--- src/rtl/digit_argmax_classifier.sv ---
// Argmax stage behind the fully connected layer.
// On the first sampled edge of the FC done level (while armed), it latches the HEIGHT scores
// and scans them one class per cycle with a signed comparator. It then publishes the winning
// class, its score, and its margin over the runner-up.
// Ports:
//   clk, reset                 clock, synchronous active-low reset
//   full_connected_layer_done  level flag, scores valid while high
//   output_layer               HEIGHT packed scores, class k at element HEIGHT-1-k
//   predict_num/score/margin   held result fields
//   predict_valid              result fields valid (held until next capture)
//   predict_pulse              one-cycle strobe when a new result lands
module digit_argmax_classifier #(
  parameter int unsigned BITS_INT = 4,
  parameter int unsigned BITS_FRC = 12,
  parameter int unsigned HEIGHT   = 10
) (
  input  logic                                          clk,
  input  logic                                          reset,
  input  logic                                          full_connected_layer_done,
  input  logic [HEIGHT-1:0][BITS_INT+BITS_FRC-1:0]      output_layer,
  output logic [3:0]                                    predict_num,
  output logic [BITS_INT+BITS_FRC-1:0]                  predict_score,
  output logic [BITS_INT+BITS_FRC:0]                    predict_margin,
  output logic                                          predict_valid,
  output logic                                          predict_pulse
);

  localparam int unsigned W = BITS_INT + BITS_FRC;
  localparam logic [W-1:0] MOST_NEG = {1'b1, {(W-1){1'b0}}};

  typedef enum logic [1:0] {IDLE, SCAN, RESULT} state_t;

  state_t                   state_q, state_d;
  logic                     armed_q, armed_d;
  logic [HEIGHT-1:0][W-1:0] scores_q, scores_d;
  logic [W-1:0]             best_q, best_d;
  logic [W-1:0]             second_q, second_d;
  logic [3:0]               best_idx_q, best_idx_d;
  logic [3:0]               scan_idx_q, scan_idx_d;
  logic [3:0]               num_q, num_d;
  logic [W-1:0]             score_q, score_d;
  logic [W:0]               margin_q, margin_d;
  logic                     valid_q, valid_d;
  logic                     pulse_q, pulse_d;
  logic [W-1:0]             cand;

  // Next-state and datapath for capture, serial scan and result publication
  always_comb begin
    state_d    = state_q;
    armed_d    = armed_q;
    scores_d   = scores_q;
    best_d     = best_q;
    second_d   = second_q;
    best_idx_d = best_idx_q;
    scan_idx_d = scan_idx_q;
    num_d      = num_q;
    score_d    = score_q;
    margin_d   = margin_q;
    valid_d    = valid_q;
    pulse_d    = 1'b0;
    cand       = scores_q[scan_idx_q];

    // Re-arm whenever done is seen low, including mid-scan
    if (!full_connected_layer_done) armed_d = 1'b1;

    case (state_q)
      IDLE: begin
        if (full_connected_layer_done && armed_q) begin
          // Reverse the bus order so slot k holds class k
          for (int k = 0; k < int'(HEIGHT); k++) scores_d[k] = output_layer[HEIGHT-1-k];
          best_d     = output_layer[HEIGHT-1];
          second_d   = MOST_NEG;
          best_idx_d = 4'd0;
          scan_idx_d = 4'd1;
          valid_d    = 1'b0;
          armed_d    = 1'b0;
          state_d    = SCAN;
        end
      end
      SCAN: begin
        // Strict compare keeps the lower index on ties; an equal score can still become second
        if ($signed(cand) > $signed(best_q)) begin
          second_d   = best_q;
          best_d     = cand;
          best_idx_d = scan_idx_q;
        end else if ($signed(cand) > $signed(second_q)) begin
          second_d = cand;
        end
        scan_idx_d = scan_idx_q + 4'd1;
        if (scan_idx_q == 4'(HEIGHT-1)) state_d = RESULT;
      end
      RESULT: begin
        num_d    = best_idx_q;
        score_d  = best_q;
        margin_d = {best_q[W-1], best_q} - {second_q[W-1], second_q};
        valid_d  = 1'b1;
        pulse_d  = 1'b1;
        state_d  = IDLE;
      end
      default: state_d = IDLE;
    endcase
  end

  // State and datapath registers
  always_ff @(posedge clk) begin
    if (!reset) begin
      state_q    <= IDLE;
      armed_q    <= 1'b1;
      scores_q   <= '0;
      best_q     <= '0;
      second_q   <= '0;
      best_idx_q <= '0;
      scan_idx_q <= '0;
      num_q      <= '0;
      score_q    <= '0;
      margin_q   <= '0;
      valid_q    <= 1'b0;
      pulse_q    <= 1'b0;
    end else begin
      state_q    <= state_d;
      armed_q    <= armed_d;
      scores_q   <= scores_d;
      best_q     <= best_d;
      second_q   <= second_d;
      best_idx_q <= best_idx_d;
      scan_idx_q <= scan_idx_d;
      num_q      <= num_d;
      score_q    <= score_d;
      margin_q   <= margin_d;
      valid_q    <= valid_d;
      pulse_q    <= pulse_d;
    end
  end

  assign predict_num    = num_q;
  assign predict_score  = score_q;
  assign predict_margin = margin_q;
  assign predict_valid  = valid_q;
  assign predict_pulse  = pulse_q;

endmodule

--- config.mk ---
export PLATFORM = sky130hd
export DESIGN_NAME = digit_argmax_classifier
export DESIGN_NICKNAME = d
export VERILOG_FILES = /design/src/rtl/digit_argmax_classifier.sv
export SDC_FILE = /design/constraint.sdc
export NUM_CORES = 1
export LEC_CHECK = 0
export ABC_AREA = 1
export CORE_MARGIN = 2
export CORE_UTILIZATION = 53
export DETAILED_ROUTE_END_ITERATION = 10
export GPL_ROUTABILITY_DRIVEN = 1
export PLACE_DENSITY = 0.87
export SLEW_MARGIN = 15
export SYNTH_ARGS = -nofsm -noshare
export SYNTH_HDL_FRONTEND = slang
export SYNTH_SLANG_ARGS = --single-unit
--- constraint.sdc ---
create_clock -name clk -period 4.39 [get_ports clk]
set_input_delay 0.878 -clock clk [delete_from_list [all_inputs] [get_ports clk]]
set_output_delay 0.878 -clock clk [all_outputs]
set_load 0.02 [all_outputs]
==> results of run 1 <==
## worst register-to-register path: stages, from the launching register on
cell and delay [ns]:
sky130_fd_sc_hd__dfxtp_1 0.31, sky130_fd_sc_hd__inv_1 0.44, sky130_fd_sc_hd__o21ai_0 0.31, sky130_fd_sc_hd__o221ai_1 0.29
sky130_fd_sc_hd__nand3_1 0.17, sky130_fd_sc_hd__o21ai_2 0.16, sky130_fd_sc_hd__ha_1 0.31, sky130_fd_sc_hd__nand2_1 0.07
sky130_fd_sc_hd__inv_1 0.03, sky130_fd_sc_hd__nor2_1 0.08, sky130_fd_sc_hd__o21bai_1 0.08, sky130_fd_sc_hd__nor2_1 0.19
sky130_fd_sc_hd__nand3_1 0.15, sky130_fd_sc_hd__nand3_4 0.23, sky130_fd_sc_hd__nand3_2 0.29, sky130_fd_sc_hd__nand2_2 0.43
sky130_fd_sc_hd__nand2_1 0.10, sky130_fd_sc_hd__nand2_1 0.08, sky130_fd_sc_hd__nor2_1 0.04
## layer usage
layer,wire [um],share of wire (%)
met1,15640,43
met2,16450,45
met3,2919,8.0
met4,1363,3.7
met5,0,0
## worst min-delay path by stage
stage	slack, ns	endpoint	start	cells past startpoint
after floorplan	0.44	best_idx_q[0]	best_idx_q[0]	2
after global placement	0.45	second_q[8]	second_q[8]	2
after detailed placement	0.45	best_idx_q[0]	best_idx_q[0]	2
after CTS	0.46	best_idx_q[0]	best_idx_q[0]	2
after global routing	0.48	predict_valid	predict_valid	2
final	0.46	predict_valid	predict_valid	2
## per-stage QoR
step | utilization (%) | cell area (um2) | hold WS [ns] | cells | setup slack, ns
after floorplan | - | 11840 | 0.4358 | 1680 | 1.590
after global placement | 63.19 | 13830 | 0.4516 | 2063 | 0.6730
after detailed placement | 63.19 | 13830 | 0.4532 | 2063 | 0.6487
after CTS | 67.40 | 14760 | 0.4613 | 2109 | 0.6100
after global routing | 67.40 | 14760 | 0.4816 | 2109 | 0.2089
final | 67.40 | 14760 | 0.4638 | 2109 | 0.4898
## logic make-up (layout without fill, tap and decap cells)
kind of cell    Yosys count  after routing  share of synthesized area [%]
compound gates          425            425                          19.82
flops                   242            242                          40.91
fa+ha+maj                51             51                          5.452
mux                      14             14                          1.183
simple gates            733            733                          24.54
buf+inv                 204            353                          7.280
xor+xnor                 11             11                         0.8137
## sequential cells by signal, indices dropped and copies added (netlist names)
name,flops
armed_q,1
best_idx_q,4
best_q,16
predict_margin,17
predict_num,4
predict_pulse,1
predict_score,16
predict_valid,1
scan_idx_q,4
scores_q,160
second_q,16
state_q,2
## power by group
group          internal [W]  switching [W]
Combinational      0.000677        0.00115
Clock               0.00143       0.000932
Sequential          0.00238       0.000132
## area by class of cell
| class | count | area share, % |
|---|---|---|
| clock buffer | 30 | 4.706 |
| clock inverter | 16 | 1.543 |
| inverter | 94 | 2.425 |
| multi-input combinational | 1234 | 41.63 |
| sequential | 242 | 32.84 |
| tap | 280 | 2.374 |
| timing repair buffer | 213 | 14.48 |
## layout by cell type (no fill, tap or decap), drive strengths merged
cell type / n
nor4: 1
mux2i: 14
a21oi: 64
o21bai: 5
nand3: 53
o31ai: 1
nand4: 3
o211ai: 22
a31oi: 3
o21ai: 301
xor2: 8
fa: 1
nand3b: 2
a21boi: 1
bufinv: 5
a21o: 4
nor3: 4
xnor2: 3
nand2: 199
a211oi: 2
clkdlybuf4s50: 200
o221ai: 15
o22ai: 5
a22oi: 1
clkinv: 10
ha: 50
nor2: 471
dfxtp: 242
clkbuf: 30
inv: 95
o2111ai: 1
buf: 13
==> impl_metrics.json, run 1 <==
{
  "timing.critical_path.to_type": "register",
  "synth_sequential_area_ratio_pct": 40.91,
  "timing.setup.tns_ns": 0,
  "drc": 0,
  "cp.arrival_ns": 4.30,
  "gp_routability_congestion": 0.9671,
  "final-max-slew-violation-count": 0,
  "synth-main-ff-cell": "sky130_fd_sc_hd__dfxtp_1",
  "total_of_hold_buffers_inserted_after_clock_tree_synthesis": 0,
  "power_per_cell_area_nw_per_um2": 454.0,
  "worstReg2RegStart": "scan_idx_q[1]",
  "dr_total_vias": 11818,
  "cpLargestDelayFamily": "simple AND/OR/NAND/NOR gates",
  "number_of_routed_nets_with_antenna_violations": 0,
  "total_power_w": 0.006699,
  "worst_skew_pair.late_latency_ns": 0.55,
  "global_route.usage.total_pct": 30.27,
  "clock-root-buffer": "sky130_fd_sc_hd__clkbuf_16",
  "final_min_period_over_clock_period_pct": 88.84,
  "cts_inserted_buffers": 25,
  "mappedNetlistArea_um2": 11840,
  "mappedNetlistNets": 1894,
  "worstPathCellList": "inv_1, o21ai_0, o221ai_1, nand3_1, o21ai_2, ha_1, nand2_1, inv_1, nor2_1, o21bai_1, nor2_1, nand3_1, nand3_4, nand3_2, nand2_2, nand2_1, nand2_1, nor2_1",
  "groute.layer.met2.usage_pct": 49.51,
  "grt_use_met1_pct": 40.83,
  "rsz0062_at_grt": "false",
  "drt_first_pass_iters": 6,
  "drt-initial-drc-count": 1234,
  "layout.area.seq_um2": 4846,
  "critPathMaxFanout": 22,
  "standby_leakage_power_nw": 6.238,
  "final_min_period_ns": 3.900,
  "antenna-diode-count": 0,
  "chipHeight_um": 153.5,
  "global_route.usage.met3_pct": 4.536,
  "synth_most_common_cell": "sky130_fd_sc_hd__nor2_1",
  "drt-vias-per-instance": 5.604,
  "critPathMaxStageDelay_ns": 0.44,
  "grt_start_max_net_pins": 222,
  "postSynthAreaPerCell_um2": 7.048,
  "die_area_um2": 23550,
  "grt-busiest-layer": "met2",
  "critical_path.startpoint": "scan_idx_q[1]",
  "design.core.area_um2": 21890,
  "clk_pin_slew_worst_paths_ns": 0.06,
  "finalHoldViolations": 0,
  "io_pins": 202,
  "synthDominantCellAreaShare_pct": 40.91,
  "edff_count_synth": 0,
  "final_nets": 2024,
  "initial_utilization_pct": 54.09,
  "cts_tree": "built",
  "antenna_found_initial": 0,
  "hpwl_mm": 26.19,
  "hold_path.class": "reg2reg",
  "synth_common_cells": "468 x sky130_fd_sc_hd__nor2_1, 278 x sky130_fd_sc_hd__o21ai_0, 242 x sky130_fd_sc_hd__dfxtp_1",
  "synthArstFlopShare_pct": 0,
  "cap_violations": 0,
  "yosysWarnings": 0,
  "reg2reg_setup_slack_ns": 0.49,
  "yosys-top-cells-area": "sky130_fd_sc_hd__dfxtp_1 41%, sky130_fd_sc_hd__nor2_1 15%, sky130_fd_sc_hd__o21ai_0 12%",
  "endpoint": "second_q[15]",
  "timing.critical_path.required_ns": 4.79,
  "multiInputGateArea_um2": 6142,
  "totalWireLength_mm": 36.37,
  "die_width_um": 153.5,
  "crit-reg2reg-capture": "second_q[15]",
  "via_count_of_the_first_global_routing_pass": 10984,
  "worstSetupPathDepth": 18,
  "result_of_the_run": "finished, final reports clean",
  "cts_num_sinks": 242,
  "critical_path_class": "reg2reg",
  "achievable-frequency_mhz": 256.4,
  "post_cts.repair.setup_buffers": 0,
  "synth_seq_cells": 242,
  "final_layout_size_suffix_gt1_share_pct": 5.358,
  "grt_first_pass_wirelength_mm": 57.68,
  "worstPathBufferInverterCount": 2,
  "syn_to_final_growth_pct": 24.61,
  "fin_worst_skew_ns": 0.01565,
  "startpoint_type": "register",
  "clockBufferDepth": 3,
  "placementRows": 54,
  "layout.filler_cells": 1843,
  "routed_wire_length_per_instance_um": 17.25,
  "finalSetupViolations": 0,
  "worst-slew-pin-transition_ns": 1.029,
  "globalRouteOverflowTotal": 0,
  "io_buffers": 201,
  "worst_voltage_drop_across_the_vdd_grid_v": 0.0002690,
  "critical-path-slowest-cell": "sky130_fd_sc_hd__inv_1",
  "synth.largest_area_cell": "sky130_fd_sc_hd__dfxtp_1",
  "ff2ff_path_depth": 18,
  "htree_num_levels": 1,
  "postSynthCellCount": 1680,
  "post_cts.resized_instances": 0,
  "timing.max_slew.rel_slack_pct": 31.43,
  "ys_types": 44
}
Power figures use the tool's default switching activity.
==> run 2, diff against run 1 <==
--- a/config.mk
+++ b/config.mk
@@ -6,6 +6,7 @@
 export NUM_CORES = 1
 export LEC_CHECK = 0
 export ABC_AREA = 1
+export CORE_ASPECT_RATIO = 1.75
 export CORE_MARGIN = 2
 export CORE_UTILIZATION = 53
 export DETAILED_ROUTE_END_ITERATION = 10
==> impl_metrics.json, run 2 (synthesized netlist as in run 1, its figures left out) <==
{
  "worst_skew_pair.late_latency_ns": 0.53,
  "die_area_um2": 23600,
  "holdPathStages": 2,
  "finalHoldViolations": 0,
  "final_layout_size_suffix_gt1_share_pct": 5.243,
  "routed_wire_length_per_instance_um": 17.74,
  "clk_pin_slew_worst_paths_ns": 0.07,
  "clockBufferDepth": 3,
  "worstReg2RegStart": "scan_idx_q[0]",
  "reg2reg_setup_slack_ns": 0.58,
  "mostFrequentLayoutCells": "468 x sky130_fd_sc_hd__nor2_1, 278 x sky130_fd_sc_hd__o21ai_0, 241 x sky130_fd_sc_hd__dfxtp_1, 200 x sky130_fd_sc_hd__clkdlybuf4s50_1, 195 x sky130_fd_sc_hd__nand2_1",
  "globalRouteOverflowTotal": 0,
  "number_of_routed_nets_with_antenna_violations": 0,
  "cp.arrival_ns": 4.26,
  "grt_start_max_net_pins": 136,
  "timing.setup.tns_ns": 0,
  "dr_total_vias": 11936,
  "cts_tree": "built",
  "final-max-slew-violation-count": 0,
  "hold_path.class": "reg2reg",
  "via_count_of_the_first_global_routing_pass": 11565,
  "cts_inserted_buffers": 22,
  "ff2ff_path_depth": 19,
  "cap_violations": 0,
  "chipHeight_um": 201.7,
  "final_cell_area_um2": 14730,
  "startpoint_type": "register",
  "holdCritStartpoint": "second_q[6]",
  "largest_register_ff_count": 160,
  "power_per_cell_area_nw_per_um2": 441.4,
  "syn_to_final_growth_pct": 24.40,
  "result_of_the_run": "finished, final reports clean",
  "io_pins": 202,
  "critical_path_class": "reg2reg",
  "crit-reg2reg-capture": "best_q[14]",
  "whs_endpoint": "second_q[6]",
  "final_nets": 2031,
  "timing.critical_path.required_ns": 4.84,
  "standby_leakage_power_nw": 6.210,
  "hpwl_mm": 28.06,
  "cts_num_sinks": 242,
  "drc": 0,
  "htree_num_levels": 1,
  "drt-vias-per-instance": 5.609,
  "critPathMaxFanout": 23,
  "placementRows": 72,
  "post_cts.resized_instances": 0,
  "clock-root-buffer": "sky130_fd_sc_hd__clkbuf_16",
  "worst-slew-pin-transition_ns": 1.123,
  "timing.critical_path.to_type": "register",
  "final_min_period_over_clock_period_pct": 86.85,
  "antenna_found_initial": 1,
  "rsz0062_at_grt": "false",
  "post_cts.repair.setup_buffers": 0,
  "design.core.area_um2": 21980,
  "final_min_period_ns": 3.813,
  "initial_utilization_pct": 53.87,
  "grt_first_pass_wirelength_mm": 58.73,
  "fin_worst_skew_ns": 0.01999,
  "die_width_um": 117.0,
  "global_route.usage.total_pct": 31.83,
  "drt_first_pass_iters": 6,
  "place_area_um2": 13930,
  "regMostFlops": "scores_q",
  "totalWireLength_mm": 37.76,
  "drt-initial-drc-count": 898,
  "total_of_hold_buffers_inserted_after_clock_tree_synthesis": 0,
  "achievable-frequency_mhz": 262.3,
  "mostFrequentLayoutCell": "sky130_fd_sc_hd__nor2_1",
  "io_buffers": 201,
  "timing.max_slew.rel_slack_pct": 25.04,
  "worst_voltage_drop_across_the_vdd_grid_v": 0.0002958,
  "gp_routability_congestion": 0.9617,
  "finalSetupViolations": 0
}
## run 2: changes by cell type in the layout (fill, tap and decap cells not counted)
cell                         previous run  this run
sky130_fd_sc_hd__clkbuf_1               0         4
sky130_fd_sc_hd__clkbuf_8               5         4
sky130_fd_sc_hd__clkinvlp_4             0         1
sky130_fd_sc_hd__buf_4                 10        20
sky130_fd_sc_hd__clkinv_4               2         0
sky130_fd_sc_hd__clkbuf_16             25        22
sky130_fd_sc_hd__diode_2                0         1
sky130_fd_sc_hd__clkinv_8               0         1
sky130_fd_sc_hd__inv_16                 1         0
sky130_fd_sc_hd__clkinv_2               8         1
## run 2: worst max-delay path by stage
| stage | start | to | slack, ns | cells after the start |
|---|---|---|---|---|
| 4_1_cts | scan_idx_q[0] | best_q[15] | 0.66 | 19 |
| 3_5_place_dp | scan_idx_q[0] | best_q[15] | 0.69 | 19 |
| 6_report | scan_idx_q[0] | best_q[14] | 0.58 | 19 |
| 5_1_grt | scan_idx_q[1] | best_q[9] | 0.29 | 22 |
| 2_1_floorplan | scan_idx_q[0] | best_q[12] | 1.59 | 22 |
| 3_3_place_gp | scan_idx_q[0] | best_q[9] | 0.72 | 19 |
## run 2: final cells by class
class | count | area [um2]
multi-input combinational | 1234 | 6142
tap | 296 | 370.4
inverter | 94 | 357.8
clock inverter | 8 | 178.9
timing repair buffer | 223 | 2212
clock buffer | 30 | 620.6
sequential | 242 | 4846
antenna | 1 | 2.502
fill | 1881 | 7251
## run 2: stage by stage
stage	instances	hold WS [ns]	total power (W)	utilization, %	worst slack, ns
6_report	2128	0.4689	0.006502	67.01	0.5773
5_1_grt	2128	0.4872	0.006819	67.01	0.2855
4_1_cts	2127	0.4675	0.006468	67.00	0.6597
3_5_place_dp	2089	0.4578	0.004359	63.37	0.6939
3_3_place_gp	2089	0.4512	0.004316	63.37	0.7212
2_1_floorplan	1680	0.4358	0.003783	-	1.590
## run 2: where the power goes
part           leakage [nW]  internal [W]  switching [W]
registers              1.99       0.00238       0.000135
clock network         0.386       0.00129       0.000846
logic                  3.83      0.000685        0.00117
## run 2: critical path, stage by stage, from the launching register on
cell	delay, ns
sky130_fd_sc_hd__dfxtp_2	0.49
sky130_fd_sc_hd__buf_4	0.41
sky130_fd_sc_hd__o21ai_0	0.14
sky130_fd_sc_hd__o221ai_1	0.40
sky130_fd_sc_hd__nand3_1	0.20
sky130_fd_sc_hd__o21ai_2	0.15
sky130_fd_sc_hd__ha_1	0.30
sky130_fd_sc_hd__nand2_1	0.07
sky130_fd_sc_hd__inv_1	0.03
sky130_fd_sc_hd__nor2_1	0.08
sky130_fd_sc_hd__o21bai_1	0.06
sky130_fd_sc_hd__nor2_1	0.21
sky130_fd_sc_hd__nand2_1	0.13
sky130_fd_sc_hd__nand2_2	0.09
sky130_fd_sc_hd__nand3_4	0.19
sky130_fd_sc_hd__nand2_4	0.17
sky130_fd_sc_hd__nand2_4	0.17
sky130_fd_sc_hd__inv_4	0.21
sky130_fd_sc_hd__o21ai_0	0.11
sky130_fd_sc_hd__nor2_1	0.12
## run 2: layer usage
metal  vias to the layer above  global-route usage, %  share of wire [%]
li1                       5786                      -                  -
met1                      5482                  34.01                 35
met2                       507                  54.81                 50
met3                       161                  4.066                5.5
met4                         0                  25.00                9.0
met5                         -                      0                  0
